File: config.mk
export PLATFORM = sky130hd
export DESIGN_NAME = order_tracker
export DESIGN_NICKNAME = d
export VERILOG_FILES = /design/src/rtl/order_tracker.sv
export SDC_FILE = /design/constraint.sdc
export NUM_CORES = 1
export LEC_CHECK = 0
export ABC_AREA = 1
export CORE_MARGIN = 2
export CORE_UTILIZATION = 38
export DETAILED_ROUTE_END_ITERATION = 8
export SLEW_MARGIN = 20
export SYNTH_ARGS = -nofsm -noshare
export SYNTH_HDL_FRONTEND = slang
export SYNTH_SLANG_ARGS = --single-unit
File: constraint.sdc
create_clock -name vsync -period 4.6 [get_ports vsync]
set_clock_uncertainty 0.1 [all_clocks]
set_input_delay 0.92 -clock vsync [delete_from_list [all_inputs] [get_ports vsync]]
set_output_delay 0.92 -clock vsync [all_outputs]
set_load 0.01 [all_outputs]
File: src/rtl/order_tracker.sv
// ---------------------------------------------------------------------------
// order_tracker
//
// Order queue and scoreboard for the game controller. Timed orders are
// spawned at a fixed interval and held in a compacted queue, oldest first.
// Each order counts down in seconds. A finished dish placed on one of the two
// serving-counter cells is scored against the oldest order. The action block
// is then asked to empty that cell. An order that runs out of time expires
// and costs a penalty. Everything is frozen while timer_go is low.
//
// All state advances once per video frame, on the falling edge of vsync.
//
// Ports
//   vsync         in   1           frame clock; registers update on negedge
//   reset         in   1           synchronous, active-high
//   timer_go      in   1           1 = game running, 0 = hold all state
//   check_spaces  in   [1:0][3:0]  serving cells: [0]=grid[4][12], [1]=grid[5][12]
//   clear_space   out  [1:0]       one-frame request to empty a served cell
//   point_total   out  10          score, 0..MAX_POINTS
//   orders        out  4           active order count, 0..MAX_ORDERS
//   order_times   out  [3:0][4:0]  seconds left per slot, slot 0 = oldest,
//                                  unused slots read 0
// ---------------------------------------------------------------------------
module order_tracker #(
  parameter int         FRAMES_PER_SEC = 60,
  parameter int         ORDER_TIME     = 30,
  parameter int         ORDER_INTERVAL = 10,
  parameter int         MAX_ORDERS     = 4,
  parameter logic [3:0] DISH_CODE      = 4'd7,
  parameter int         BASE_POINTS    = 20,
  parameter int         PENALTY        = 10,
  parameter int         MAX_POINTS     = 999,
  parameter int         HOLDOFF        = 2
) (
  input  logic            vsync,
  input  logic            reset,
  input  logic            timer_go,
  input  logic [1:0][3:0] check_spaces,
  output logic [1:0]      clear_space,
  output logic [9:0]      point_total,
  output logic [3:0]      orders,
  output logic [3:0][4:0] order_times
);

  localparam int FW = (FRAMES_PER_SEC > 1) ? $clog2(FRAMES_PER_SEC) : 1;
  localparam int SW = (ORDER_INTERVAL > 1) ? $clog2(ORDER_INTERVAL) : 1;
  localparam int HW = (HOLDOFF > 1) ? $clog2(HOLDOFF) : 1;

  localparam logic [2:0]  MAX_N      = 3'(MAX_ORDERS);
  localparam logic [10:0] MAX_PTS_W  = 11'(MAX_POINTS);
  localparam logic [10:0] PENALTY_W  = 11'(PENALTY);
  localparam logic [10:0] BASE_PTS_W = 11'(BASE_POINTS);

  // Delivery handshake: IDLE looks for a dish, ACK drives the clear pulse,
  // HOLD ignores the counter while the action block empties the cell.
  typedef enum logic [1:0] {
    IDLE,
    ACK,
    HOLD
  } dlv_state_t;

  // Registered state
  dlv_state_t      state_q;
  logic [FW-1:0]   frame_q;
  logic [SW-1:0]   spawn_q;
  logic [HW-1:0]   hold_q;
  logic [2:0]      count_q;
  logic [3:0][4:0] times_q;
  logic [9:0]      points_q;
  logic [1:0]      clear_q;

  // Next-state values
  dlv_state_t      state_d;
  logic [FW-1:0]   frame_d;
  logic [SW-1:0]   spawn_d;
  logic [HW-1:0]   hold_d;
  logic [2:0]      count_d;
  logic [3:0][4:0] times_d;
  logic [9:0]      points_d;
  logic [1:0]      clear_d;

  // Per-frame events
  logic            sec_tick;
  logic            spawn_wrap;
  logic            serve0;
  logic            serve1;
  logic            served;

  // Working copies used to apply the same-frame events in order
  logic [3:0][4:0] times_w;
  logic [2:0]      count_w;
  logic [10:0]     pts_w;
  logic [4:0]      pre0;

  // Drop slot 0 and move every younger order one slot towards the head.
  function automatic logic [3:0][4:0] shift_down(input logic [3:0][4:0] t);
    return {5'd0, t[3:1]};
  endfunction

  // -------------------------------------------------------------------------
  // Second and spawn timers
  // -------------------------------------------------------------------------
  always_comb begin
    // NOTE: every signal driven here gets a default first, so no path through
    // the block leaves it unassigned and no latch is inferred.
    sec_tick   = (frame_q == FW'(FRAMES_PER_SEC - 1));
    frame_d    = sec_tick ? '0 : frame_q + 1'b1;
    spawn_wrap = sec_tick && (spawn_q == SW'(ORDER_INTERVAL - 1));
    spawn_d    = spawn_q;
    if (sec_tick) begin
      spawn_d = spawn_wrap ? '0 : spawn_q + 1'b1;
    end
  end

  // -------------------------------------------------------------------------
  // Delivery detection and handshake FSM
  // -------------------------------------------------------------------------
  // A dish only counts when there is an order to charge it to; otherwise it
  // stays on the counter untouched. Space 0 wins a tie.
  assign serve0 = (state_q == IDLE) && (count_q != 3'd0) &&
                  (check_spaces[0] == DISH_CODE);
  assign serve1 = (state_q == IDLE) && (count_q != 3'd0) &&
                  (check_spaces[1] == DISH_CODE) && !serve0;
  assign served = serve0 | serve1;

  always_comb begin
    state_d = state_q;
    hold_d  = hold_q;
    clear_d = 2'b00;
    unique case (state_q)
      IDLE: begin
        if (served) begin
          state_d = ACK;
          clear_d = {serve1, serve0};
        end
      end
      ACK: begin
        state_d = HOLD;
        hold_d  = HW'(HOLDOFF - 1);
      end
      HOLD: begin
        // The ACK frame already counts as the first ignored frame, so HOLD
        // returns to IDLE on the frame its count would reach zero.
        if (hold_q <= HW'(1)) begin
          state_d = IDLE;
        end else begin
          hold_d = hold_q - 1'b1;
        end
      end
      default: state_d = IDLE;
    endcase
  end

  // -------------------------------------------------------------------------
  // Queue and score update. Same-frame events are applied in a fixed order:
  // delivery, decrement, expiry of the new head, spawn at the tail.
  // -------------------------------------------------------------------------
  always_comb begin
    times_w = times_q;
    count_w = count_q;
    pts_w   = {1'b0, points_q};

    // 1. Delivery is scored with the head's pre-decrement time and removes
    //    the head, so that order can never also expire this frame.
    if (served) begin
      pts_w = pts_w + BASE_PTS_W + {6'd0, times_q[0]};
      if (pts_w > MAX_PTS_W) begin
        pts_w = MAX_PTS_W;
      end
      times_w = shift_down(times_w);
      count_w = count_w - 3'd1;
    end

    pre0 = times_w[0];

    // 2. One second off every active order that still has time left.
    if (sec_tick) begin
      for (int i = 0; i < 4; i++) begin
        if ((3'(i) < count_w) && (times_w[i] != 5'd0)) begin
          times_w[i] = times_w[i] - 5'd1;
        end
      end
    end

    // 3. Orders are spawned in age order with the same start time, so only
    //    the head can be the one already sitting at zero.
    if (sec_tick && (count_w != 3'd0) && (pre0 == 5'd0)) begin
      times_w = shift_down(times_w);
      count_w = count_w - 3'd1;
      pts_w   = (pts_w >= PENALTY_W) ? pts_w - PENALTY_W : 11'd0;
    end

    // 4. A spawn that finds the queue full is simply dropped.
    if (spawn_wrap && (count_w < MAX_N)) begin
      for (int i = 0; i < 4; i++) begin
        if (3'(i) == count_w) begin
          times_w[i] = 5'(ORDER_TIME);
        end
      end
      count_w = count_w + 3'd1;
    end

    times_d  = times_w;
    count_d  = count_w;
    points_d = pts_w[9:0];
  end

  // -------------------------------------------------------------------------
  // State registers
  // -------------------------------------------------------------------------
  always_ff @(negedge vsync) begin
    // NOTE: sequential state uses non-blocking assignments so every register
    // samples the values from before this edge, independent of block order.
    if (reset) begin
      state_q  <= IDLE;
      frame_q  <= '0;
      spawn_q  <= SW'(ORDER_INTERVAL - 1);
      hold_q   <= '0;
      count_q  <= 3'd0;
      times_q  <= '0;
      points_q <= 10'd0;
      clear_q  <= 2'b00;
    end else if (timer_go) begin
      state_q  <= state_d;
      frame_q  <= frame_d;
      spawn_q  <= spawn_d;
      hold_q   <= hold_d;
      count_q  <= count_d;
      times_q  <= times_d;
      points_q <= points_d;
      clear_q  <= clear_d;
    end
  end

  // A frozen game must never ask the action block to touch the grid, even if
  // the freeze lands in the middle of a clear pulse.
  assign clear_space = timer_go ? clear_q : 2'b00;
  assign point_total = points_q;
  assign orders      = {1'b0, count_q};
  assign order_times = times_q;

endmodule

==> results of run 1 <==
-- logic make-up after synthesis --
family                     after synthesis  share of synthesized area
DFF                                     47                      0.234
and+or+nand+nor                        320                      0.362
AOI/OAI and AO/OA                      107                      0.157
buffers and inverters                  111                      0.117
other                                    1                   0.000933
adders and majority gates               29                     0.0922
xor gates and xnor gates                14                     0.0371
-- power by group --
| part | leakage (nW) | internal [W] | switching [W] |
|---|---|---|---|
| Clock | 0.301 | 0.000166 | 0.000278 |
| Combinational | 2.56 | 0.000119 | 0.000139 |
| Sequential | 0.384 | 0.000420 | 0.00000931 |
-- worst max-delay path, stage by stage --
cell and delay (ns):
buf_8 0.08, inv_8 0.03, nor3_4 0.23, nand2_2 0.09, nand2_4 0.10, buf_12 0.12, xor2_4 0.18, buf_4 0.13
buf_4 0.14, inv_2 0.06, ha_4 0.24, o21ai_4 0.20, inv_2 0.08, ha_4 0.17, ha_4 0.20, o21ai_1 0.11
nand2_1 0.08, a21oi_2 0.13
-- cells in the mapped netlist, types with 5 or more instances --
master / n
a21oi_1: 42
a31oi_1: 6
clkbuf_1: 12
dfxtp_1: 47
ha_1: 28
inv_1: 81
inv_2: 10
nand2_1: 182
nand2_2: 11
nand3_1: 46
nand3_2: 5
nand4_1: 9
nor2_1: 42
nor2_2: 5
nor3_1: 5
o21ai_0: 22
o21ai_1: 13
o21ai_2: 8
xor2_1: 8
-- through the flow --
stage / utilization / instance area (µm²)
2_1_floorplan: - / 4140
3_3_place_gp: 0.520 / 5350
3_5_place_dp: 0.520 / 5350
4_1_cts: 0.577 / 5930
5_1_grt: 0.599 / 6150
6_report: 0.599 / 6150
-- final cells by class --
| class | count | area [µm²] | share of cell area |
|---|---|---|---|
| repair buffers | 158 | 1390 | 0.226 |
| inverters | 91 | 364 | 0.0592 |
| clock buffers | 5 | 68.8 | 0.0112 |
| clock inverters | 50 | 203 | 0.0329 |
| well taps | 136 | 170 | 0.0276 |
| multi-input cells | 472 | 3010 | 0.489 |
| flip-flops and latches | 47 | 947 | 0.154 |
-- flip-flops by register name, summed over array words and instances, names as in the netlist --
| register | count |
|---|---|
| frame_q | 6 |
| count_q | 3 |
| point_total | 10 |
| spawn_q | 4 |
| order_times | 20 |
| state_q | 2 |
| clear_q | 2 |
-- per-layer routing --
metal | wire length [µm] | up-vias | global-route usage
met5 | 0 | - | 0
met4 | 233 | 0 | 0.0863
met3 | 829 | 24 | 0.0498
met2 | 6360 | 145 | 0.388
met1 | 5740 | 2162 | 0.293
li1 | - | 2406 | -
-- timing repair --
item,in CTS,in global routing
hold buffers,0,0
setup endpoints to repair,60,39
setup buffers,14,8
pin swaps,25,27
cloned,0,1
endpoints found under the hold margin,0,0
gates resized for setup,118,47
-- worst paths after layout --
kind / end / slack (ns) / depth (start not counted)
worst min-delay path: clear_q[1] / 0.37 / 2
worst max-delay path: count_q[2] / -0.76 / 18
worst max register to register: point_total[2] / 1.38 / 20
worst min register to register: clear_q[1] / 0.37 / 2
==> flow_summary.ini, run 1 <==
[floorplanning]
dieArea_um2 = 11400
coreArea_um2 = 10300
die_w_um = 107
initial_utilization = 0.391
die_h_um = 107
io_pins = 47
num_rows = 37

[logic_synthesis]
synth_edf_count = 0
synth_cell_types = 49
syn-cell-area_um2 = 4020
synth_top_cells_by_area = dfxtp_1 (23%), nand2_1 (17%), ha_1 (8.7%)
ys_seq_elements = 47
synth.net_count = 669
ys_seq_area_frac = 0.234
syn_area_per_cell_um2 = 6.39
ys_async_sr_fraction = 0
syn_inst = 629
synth_ff_type = dfxtp_1
yosysTopAreaCell = dfxtp_1
yosysWarnings = 0
synth_top_area_share = 0.234

[cts]
cts-root-buf = clkbuf_8
clk_latency_ns = 0.39
clk_pin_slew_ns = 0.04
cts_sinks = 47
htreeDepth = 2
cts_tree = built
cts_buffer_depth = 2
numCtsBuffers = 5

[timing]
tightest_slew_ns = 0.522
finalSetupTns_ns = -20.71
rsz0062_at_grt = true
drv_slew = 0
finalSetupViolations = 33
hold_viol = 0
setup_slack_ns = -0.763
relSlewSlack = 0.650
hold_slack_ns = 0.368

[cells_and_area]
final_common_cell = nand2_1
finalNetCount = 862
final_cells = 959
diodes = 0
synthToLayoutAreaGrowth_pct = 53.1
final_cell_mix = nand2_1 (166), inv_1 (120), buf_4 (97), dfxtp_1 (42), nor2_1 (40)
drive_gt1_frac = 0.312
n_fill_cell = 979

[placement]
dp_cells = 882
gp_congestion = 0.969
place_hpwl_mm = 9.87
numPortBuffers = 45
dp_slack_ns = -1.70

[run]
cap_violations = 0

[min_path]
hp-class = flop to flop
hold_path_startpoint = clear_q[1]

[pwr]
ir_worst_vdd_v = 0.000125
powerDensity_nw_per_um2 = 184
power_w = 0.00113
leakagePower_nw = 3.25

[drt]
wl_per_cell_um = 13.7
drcViolationCount = 0
drt-pass1-iter-count = 4
drtIter0Drc = 288
wl_mm = 13.2
ant_nets = 0
detail_route.vias_per_cell = 4.94
vias = 4737

[critical_path]
cp.required_ns = 2.52
worstPathArrival_ns = 3.28
start_kind = input port
setup.worst_path.start = check_spaces[6]
crit_fanout = 4
cp-end-kind = flop
r2r-start = order_times[4]
critPathKind = input port to flop

[global_routing]
grt_overflow = 0
grt_pass1_wl_mm = 21.3
grt_max_degree = 19
first_global_vias = 4576
grt_usage = 0.232
antenna_found_initial = 0

[outcome]
violations = setup timing
status = complete, but fails checks
Note: power is estimated with default switching activity, not from simulation.
==> run 2: changes to the inputs <==
==> constraint.sdc (replaced) <==
create_clock -name vsync -period 6.3 [get_ports vsync]
set_clock_uncertainty 0.1 [all_clocks]
set_input_delay 1.26 -clock vsync [delete_from_list [all_inputs] [get_ports vsync]]
set_output_delay 1.26 -clock vsync [all_outputs]
set_load 0.01 [all_outputs]
==> run 2 against run 1 <==
  * The flow still finishes with violations (setup timing)
  * Die area stayed put
  * Power is 28% lower
  * Sequential cell count stayed put
  * First-iteration DRC count is 33% lower
==> flow_summary.ini, run 2 (synthesis gave the netlist of run 1 again) <==
[floorplanning]
io_pins = 47
coreArea_um2 = 10300
dieArea_um2 = 11400
num_rows = 37
die_w_um = 107
die_h_um = 107
initial_utilization = 0.391

[min_path]
hp-class = flop to flop

[drt]
wl_mm = 13.5
vias = 4778
drtIter0Drc = 194
drt-pass1-iter-count = 5
wl_per_cell_um = 14.2
ant_nets = 0
detail_route.vias_per_cell = 5.03
drcViolationCount = 0

[outcome]
status = complete, but fails checks
violations = setup timing

[critical_path]
cp.buffers_inverters = 6
critPathKind = input port to flop
path_common_cell = ha_4
cp.required_ns = 3.35
path_cells = buf_6 -> nand2_4 -> nor3_4 -> nand2_2 -> nand2_4 -> buf_12 -> buf_8 -> buf_6 -> o21ai_4 -> ha_4 -> nand3_4 -> nor2_8 -> inv_4 -> o21ai_4 -> inv_2 -> ha_4 -> ha_4 -> o21ai_2 -> nand2_1 -> a21oi_1
crit_fanout = 5
cpPeakStageDelay_ns = 0.20
slowest_stage = ha_4
cp_top_family = buffers and inverters
cp-end-kind = flop
start_kind = input port
worstPathArrival_ns = 3.58

[global_routing]
grt_overflow = 0
grt_usage = 0.232
grt_pass1_wl_mm = 21.1
grt_max_degree = 37
antenna_found_initial = 0
first_global_vias = 4509

[cells_and_area]
synthToLayoutAreaGrowth_pct = 53.6
stdcell_area_um2 = 6170
finish.utilization = 0.601
largest_reg_flops = 20
final_cells = 950
drive_gt1_frac = 0.327
final_cell_mix = nand2_1 (152), inv_1 (121), buf_4 (88), dfxtp_1 (47)
final_common_cell = nand2_1
diodes = 0
finalNetCount = 854

[timing]
finalSetupViolations = 33
relSlewSlack = 0.571
rsz0062_at_grt = true
drv_slew = 0
hold_slack_ns = 0.367
hold_viol = 0
tightest_slew_ns = 0.642
setup_slack_ns = -0.228

[placement]
place_area_um2 = 5210
place_hpwl_mm = 9.69
numPortBuffers = 45
gp_congestion = 0.916
dp_cells = 864

[cts]
cts-root-buf = clkbuf_8
numCtsBuffers = 5
cts_buffer_depth = 2
cts_sinks = 47
htreeDepth = 2
cts_tree = built
clk_latency_ns = 0.39
clk_pin_slew_ns = 0.03
ctsHoldBuffers = 0

[pwr]
powerDensity_nw_per_um2 = 132
leakagePower_nw = 3.00
ir_worst_vdd_v = 0.0000884
power_w = 0.000818

[run]
cap_violations = 0
==> run 2: changes by cell type in the layout (fill, tap and decap cells not counted), moves of 6 or more <==
cell             delta
dlymetal6s2s_1      -6
nand2_2            +13
buf_4               -9
nand2_1            -14
dlygate4sd2_1      -26
clkdlybuf4s50_1    +32
==> run 2: timing repair <==
item	in CTS	in global routing
pin swaps	36	43
gates resized for setup	92	61
cloned	0	1
buffers inserted	22	13
setup endpoints to repair	33	33
==> run 2: stage by stage <==
step                      setup WS [ns]  TNS, ns
final                            -0.228    -5.14
after global routing             -0.304    -7.65
after CTS                        -0.245    -4.04
after detailed placement          -1.21   -35.07
after global placement            -1.11   -32.26
after floorplan                  -0.745   -15.81
==> run 2: path summary, 6_finish.rpt <==
kind / end / cells past startpoint / slack (ns) / from
worst min register to register: state_q[1] / 1 / 0.37 / state_q[1]
worst max register to register: point_total[1] / 20 / 3.00 / order_times[1]
worst max-delay path: count_q[2] / 20 / -0.23 / check_spaces[1]
worst min-delay path: state_q[1] / 1 / 0.37 / state_q[1]
==> run 2: worst register-to-register path, cell delays in order (launching register included) <==
cell	delay [ns]
dfxtp_1	0.38
ha_1	0.31
ha_1	0.19
inv_1	0.07
fa_1	0.38
inv_1	0.11
nand3_1	0.09
nand2_1	0.11
nand2_1	0.05
nand2_1	0.07
nand2_1	0.06
nor2_1	0.09
nand3_1	0.21
nand3_1	0.17
nand3_1	0.10
nor2_2	0.17
nand3_2	0.11
nor2_4	0.18
nor2_4	0.09
nand2_1	0.08
a21oi_1	0.06
==> run 2: metal layers <==
layer  share of wire  global-route usage  up-vias  routed length [µm]
li1                -                   -     2388                   -
met1            0.43               0.290     2229                5830
met2            0.50               0.395      142                6770
met3           0.053              0.0511       19                 721
met4           0.016              0.0779        0                 216
met5               0                   0        -                   0
==> run 2: area by class of cell <==
class,instances,area [µm²]
clock buffers,5,68.8
multi-input cells,472,3100
flip-flops and latches,47,941
fillers,997,4100
inverters,91,364
clock inverters,49,191
well taps,136,170
repair buffers,150,1340
==> run 2: power by group <==
group	switching, W	total [W]	internal (W)	leakage [nW]
Combinational	0.000101	0.000189	0.0000884	2.33
Sequential	0.00000940	0.000316	0.000307	0.382
Clock	0.000196	0.000312	0.000116	0.295
